$ cat src/rtl/spi_burst_controller.sv
// rtl/spi_burst_controller.sv - TX/RX FIFO burst feeder for spi_master; optional inter-word gap enabled by SPI_BURST_GAP_EN
module spi_burst_controller #(
  parameter int DATA_WIDTH = 8,
  parameter int DEPTH      = 8,
  parameter int GAP_CYCLES = 4
) (
  input  logic                  clk,
  input  logic                  reset,
  input  logic                  wr_en,
  input  logic [DATA_WIDTH-1:0] wr_data,
  output logic                  tx_full,
  input  logic                  rd_en,
  output logic [DATA_WIDTH-1:0] rd_data,
  output logic                  rd_valid,
  output logic                  rx_empty,
  input  logic                  start,
  output logic                  busy,
  output logic                  done,
  output logic                  overflow,
  output logic [DATA_WIDTH-1:0] spi_tx_data,
  output logic                  spi_start,
  input  logic                  spi_rx_done,
  input  logic [DATA_WIDTH-1:0] spi_rx_data
);

  localparam int AW = $clog2(DEPTH);
  localparam int CW = AW + 1;

`ifdef SPI_BURST_GAP_EN
  localparam int GW = $clog2(GAP_CYCLES + 1);
  typedef enum logic [2:0] {S_IDLE, S_LOAD, S_WAIT, S_STORE, S_GAP, S_FINISH} state_t;
`else
  typedef enum logic [2:0] {S_IDLE, S_LOAD, S_WAIT, S_STORE, S_FINISH} state_t;
`endif

  state_t state, state_next;

  logic [DATA_WIDTH-1:0] tx_mem [DEPTH];
  logic [AW-1:0]         tx_wptr, tx_rptr;
  logic [CW-1:0]         tx_count;
  logic [DATA_WIDTH-1:0] rx_mem [DEPTH];
  logic [AW-1:0]         rx_wptr, rx_rptr;
  logic [CW-1:0]         rx_count;

  logic                  tx_push, tx_pop, tx_empty;
  logic                  rx_push, rx_pop, rx_full;
  logic                  done_q, rx_edge;
  logic [DATA_WIDTH-1:0] rx_cap, tx_hold;

  assign tx_full  = (tx_count == CW'(DEPTH));
  assign tx_empty = (tx_count == '0);
  assign rx_full  = (rx_count == CW'(DEPTH));
  assign rx_empty = (rx_count == '0);

  // LOAD is only entered with data queued, so the FSM pop never underflows
  assign tx_push = wr_en && !tx_full;
  assign tx_pop  = (state == S_LOAD);
  assign rx_pop  = rd_en && !rx_empty;
  // a full RX FIFO still accepts the word when the host frees a slot in the same cycle
  assign rx_push = (state == S_STORE) && (!rx_full || rx_pop);
  // only the rising edge counts, so a level-style done flag completes one transfer
  assign rx_edge = spi_rx_done && !done_q;

  // head word is shown directly during LOAD, then held for the rest of the transfer
  assign spi_tx_data = (state == S_LOAD) ? tx_mem[tx_rptr] : tx_hold;

  // TX FIFO storage
  always_ff @(posedge clk) begin
    if (tx_push) tx_mem[tx_wptr] <= wr_data;
  end

  // TX FIFO pointers and occupancy
  always_ff @(posedge clk or negedge reset) begin
    if (!reset) begin
      tx_wptr  <= '0;
      tx_rptr  <= '0;
      tx_count <= '0;
    end else begin
      if (tx_push) tx_wptr <= tx_wptr + 1'b1;
      if (tx_pop)  tx_rptr <= tx_rptr + 1'b1;
      case ({tx_push, tx_pop})
        2'b10:   tx_count <= tx_count + 1'b1;
        2'b01:   tx_count <= tx_count - 1'b1;
        default: tx_count <= tx_count;
      endcase
    end
  end

  // RX FIFO storage
  always_ff @(posedge clk) begin
    if (rx_push) rx_mem[rx_wptr] <= rx_cap;
  end

  // RX FIFO pointers, occupancy and registered host read port
  always_ff @(posedge clk or negedge reset) begin
    if (!reset) begin
      rx_wptr  <= '0;
      rx_rptr  <= '0;
      rx_count <= '0;
      rd_data  <= '0;
      rd_valid <= 1'b0;
    end else begin
      rd_valid <= rx_pop;
      if (rx_pop) begin
        rd_data <= rx_mem[rx_rptr];
        rx_rptr <= rx_rptr + 1'b1;
      end
      if (rx_push) rx_wptr <= rx_wptr + 1'b1;
      case ({rx_push, rx_pop})
        2'b10:   rx_count <= rx_count + 1'b1;
        2'b01:   rx_count <= rx_count - 1'b1;
        default: rx_count <= rx_count;
      endcase
    end
  end

  // transfer bookkeeping: done-flag history, captured words, sticky overflow
  always_ff @(posedge clk or negedge reset) begin
    if (!reset) begin
      done_q   <= 1'b0;
      rx_cap   <= '0;
      tx_hold  <= '0;
      overflow <= 1'b0;
    end else begin
      done_q <= spi_rx_done;
      if (state == S_LOAD) tx_hold <= tx_mem[tx_rptr];
      if (state == S_WAIT && rx_edge) rx_cap <= spi_rx_data;
      if (state == S_STORE && rx_full && !rx_pop) overflow <= 1'b1;
    end
  end

`ifdef SPI_BURST_GAP_EN
  logic [GW-1:0] gap_cnt;

  // inter-word gap down-counter, armed on every STORE and counted out in GAP
  always_ff @(posedge clk or negedge reset) begin
    if (!reset) begin
      gap_cnt <= '0;
    end else if (state == S_STORE) begin
      gap_cnt <= GW'(GAP_CYCLES - 1);
    end else if (state == S_GAP && gap_cnt != '0) begin
      gap_cnt <= gap_cnt - 1'b1;
    end
  end
`else
  logic unused_gap;
  assign unused_gap = |GAP_CYCLES;
`endif

  // FSM state register
  always_ff @(posedge clk or negedge reset) begin
    if (!reset) state <= S_IDLE;
    else        state <= state_next;
  end

  // FSM next-state and decoded outputs
  always_comb begin
    state_next = state;
    busy       = (state != S_IDLE);
    done       = 1'b0;
    spi_start  = 1'b0;
    case (state)
      S_IDLE:   if (start && !tx_empty) state_next = S_LOAD;
      S_LOAD: begin
        spi_start  = 1'b1;
        state_next = S_WAIT;
      end
      S_WAIT:   if (rx_edge) state_next = S_STORE;
      S_STORE: begin
`ifdef SPI_BURST_GAP_EN
        if (!tx_empty) state_next = S_GAP;
`else
        if (!tx_empty) state_next = S_LOAD;
`endif
        else           state_next = S_FINISH;
      end
`ifdef SPI_BURST_GAP_EN
      S_GAP:    if (gap_cnt == '0) state_next = S_LOAD;
`endif
      S_FINISH: begin
        done       = 1'b1;
        state_next = S_IDLE;
      end
      default:  state_next = S_IDLE;
    endcase
  end

endmodule

$ cat config.mk
export PLATFORM = sky130hd
export DESIGN_NAME = spi_burst_controller
export DESIGN_NICKNAME = d
export VERILOG_FILES = /design/src/rtl/spi_burst_controller.sv
export SDC_FILE = /design/constraint.sdc
export NUM_CORES = 1
export LEC_CHECK = 0
export BUFFER_PORTS_ARGS = -buffer_cell sky130_fd_sc_hd__buf_2
export CORE_ASPECT_RATIO = 1.4
export CORE_MARGIN = 2
export CORE_UTILIZATION = 30
export CTS_CLUSTER_DIAMETER = 80
export CTS_CLUSTER_SIZE = 12
export DETAILED_ROUTE_END_ITERATION = 8
export GPL_ROUTABILITY_DRIVEN = 0
export PLACE_DENSITY = 0.55
export SYNTH_ARGS = -nofsm -noshare
export SYNTH_HDL_FRONTEND = slang
export SYNTH_SLANG_ARGS = --single-unit
$ cat constraint.sdc
create_clock -name clk -period 5.9 [get_ports clk]
set_clock_uncertainty 0.05 [all_clocks]
set_input_delay 0.59 -clock clk [delete_from_list [all_inputs] [get_ports clk]]
set_output_delay 0.59 -clock clk [all_outputs]
set_load 0.005 [all_outputs]
==> metrics.cfg <==
[synthesis]
synth.distinct_cells=48
yosys_register_bits=178
synth_edf_count=128
asyncSetResetFlopFracSynth=0.281
synth_area_um2=7310
ys.flop_type=edfxtp_1
synth_area_leader_cell=edfxtp_1
ys_seq_area_frac=0.697
synth_fp_nets=513
ys_top_cells_by_area=edfxtp_1, dfrtp_1, mux2i_1
synthCells=483
yosys_warnings=0
synth_top_area_share=0.526
syn_avg_cell_area_um2=15.1

[clock_network]
ctsHoldBuffers=0
h-tree-depth=4
clk_pin_slew_ps=60
root_buffer=clkbuf_16
ctsResizeCount=0
cts_tree=built
post_cts_buffers=0
clockBufferDepth=2
cts_buffers=17
clk_latency_ps=420
clock_sinks=178

[global_routing]
grt_pass1_wl_um=22500
grt_pass1_vias=4177
met3_usage=0.0256
grtUsageMet1=0.127
overflow=0
met2_usage=0.223
antenna_found_initial=0
grt_usage=0.117
gr-max-usage-layer=met2
grt_max_degree=51

[worst_setup_path]
cp-end-kind=output port
criticalPathCategory=reg -> out
worstPathRequired_ps=5260
worst_setup_path_start_kind=flip-flop
critPathMaxFanout=13
crit_arrival_ps=2350

[sta]
drv_slew=0
final-hold-violation-count=0
rsz0062_at_grt=no
final.setup.worst_slack_ps=2910
whs_ps=220
max_freq_ghz=0.335
period_share=0.506
worst_pin_slew_ps=1030
min_period_ps=2990
tns_ps=0
slew_headroom=0.311
setup_viol=0

[die]
rows=67
core_area_um2=24000
start_util=0.305
die_w_um=136
die_height_um=189
ioPinCount=45
dieArea_um2=25600

[finish]
n_antenna_cell=0
final_cells=856
multiInputGateArea_um2=2030
final_cell_area_um2=8390
area.growth.synth_to_final_pct=14.8
drive_gt1_frac=0.220
layout.nets=563
fillCellCount=2363
seq_area_um2=5090

[min_path]
hold_path_class=in -> async

[place]
place_inst=824
dp_slack_ps=3030
hpwlAfterDp_um=10000
portBuffers=44
place_area_um2=7850

[drt]
first_iter_violations=220
drt_wl_total_um=14200
routed_via_density=4.69
ant_nets=0
routed-via-count=4016
firstDrtPassIters=5
post_drt_wl_per_cell_um=16.6
remaining_drc_errors=0

[power_and_ir_drop]
powerDensity_nw_per_um2=499
peakVddDrop_v=0.000223
p_leak_nw=3.10

[run]
maxCapViolCount=0

[status]
outcome=completed

-- worst max-delay path: stages (launching register included) --
cell and delay [ps]:
dfrtp_1 520, or3b_2 620, inv_1 360, nand3_1 160, nand2_1 130, buf_2 120
-- final timing paths --
check / from / to / slack [ps] / depth (start not counted)
setup / recovery: state[0] / spi_tx_data[6] / 2910 / 5
hold / removal: reset / rd_data[6] / 220 / 2
setup reg to reg: state[0] / tx_count[2] / 3060 / 9
hold reg to reg: rd_data[6] / rd_data[6] / 430 / 2
max in group asynchronous: reset / rx_cap[0] / 5110 / 2
min in group clk: spi_rx_done / done_q / 260 / 1
-- cells in the final DEF (no fill, tap or decap), types with 2 or more instances in the layout --
cell,Yosys,final
nand2_1,47,47
o21ai_1,8,8
edfxtp_1,128,128
a221o_1,8,8
or3_1,3,3
a22oi_1,16,16
clkinv_1,0,2
xor2_1,4,4
buf_4,4,13
nor4_1,4,4
nand3_1,9,9
clkbuf_16,0,17
nor4b_1,2,2
o22ai_1,8,8
o21ai_0,4,4
nand2b_1,5,5
clkinv_4,0,5
and2_1,3,3
mux2_2,26,26
dfrtp_1,50,50
a21oi_1,7,7
inv_6,0,4
nor3b_1,4,4
mux2i_1,49,49
ha_1,8,8
xnor2_1,11,11
inv_1,5,5
nor2b_1,5,5
nor2_1,15,15
nor3_1,10,10
buf_2,12,44
nand3b_1,2,2
clkinv_2,0,3
-- layer usage --
| metal | vias up | part of all wire | wire length [µm] |
|---|---|---|---|
| met1 | 2014 | 0.40 | 5720 |
| met5 | - | 0 | 0 |
| li1 | 1921 | - | - |
| met3 | 16 | 0.027 | 386 |
| met2 | 65 | 0.56 | 7940 |
| met4 | 0 | 0.011 | 159 |
-- state kept, by name, indices dropped and copies added, names as in the netlist --
name / count
done_q: 1
overflow: 1
rd_data: 8
rd_valid: 1
rx_cap: 8
rx_count: 4
rx_mem: 64
rx_rptr: 3
rx_wptr: 3
state: 3
tx_count: 4
tx_hold: 8
tx_mem: 64
tx_rptr: 3
tx_wptr: 3
-- power by group --
part	switching, W	internal (W)	leakage, nW
combinational	0.000685	0.000538	1.07
sequential	0.000258	0.00169	1.76
clock	0.000478	0.000541	0.263
-- synth_stat cells (2+ instances only) --
| library cell | instances |
|---|---|
| mux2_2 | 26 |
| xnor2_1 | 11 |
| dfrtp_1 | 50 |
| ha_1 | 8 |
| o21ai_1 | 8 |
| xor2_1 | 4 |
| o22ai_1 | 8 |
| nand3_1 | 9 |
| nor4b_1 | 2 |
| and2_1 | 3 |
| buf_4 | 4 |
| nor4_1 | 4 |
| or3_1 | 3 |
| a221o_1 | 8 |
| o21ai_0 | 4 |
| nor3b_1 | 4 |
| edfxtp_1 | 128 |
| nand2_1 | 47 |
| buf_8 | 2 |
| buf_6 | 2 |
| nand2b_1 | 5 |
| inv_1 | 5 |
| nand3b_1 | 2 |
| nor2b_1 | 5 |
| mux2i_1 | 49 |
| nor2_1 | 15 |
| buf_1 | 2 |
| buf_2 | 12 |
| a21oi_1 | 7 |
| nor3_1 | 10 |
| clkbuf_1 | 4 |
| a22oi_1 | 16 |
-- logic make-up (layout without fill, tap and decap cells) --
kind of cell / Yosys count / in the layout / share of synthesized area
flip-flops: 178 / 178 / 0.697
AND/OR/NAND/NOR: 115 / 115 / 0.0774
multiplexers: 75 / 75 / 0.107
AO/OA/AOI/OAI: 61 / 61 / 0.0613
buffers and inverters: 31 / 94 / 0.0252
XOR/XNOR: 15 / 15 / 0.0180
adder cells (fa/ha/maj): 8 / 8 / 0.0137
-- stage by stage --
step / util / power [W]
2_1_floorplan: - / 0.00282
3_3_place_gp: 0.328 / 0.00316
3_5_place_dp: 0.328 / 0.00322
4_1_cts: 0.350 / 0.00425
5_1_grt: 0.350 / 0.00446
6_report: 0.350 / 0.00419
-- area by class of cell --
type	instances	share of cell area
inverters	5	0.00224
well taps	310	0.0462
multi-input cells	274	0.243
repair buffers	57	0.0379
clock inverters	15	0.0130
flip-flops and latches	178	0.607
clock buffers	17	0.0507
Note: power is estimated with default switching activity, not from simulation.
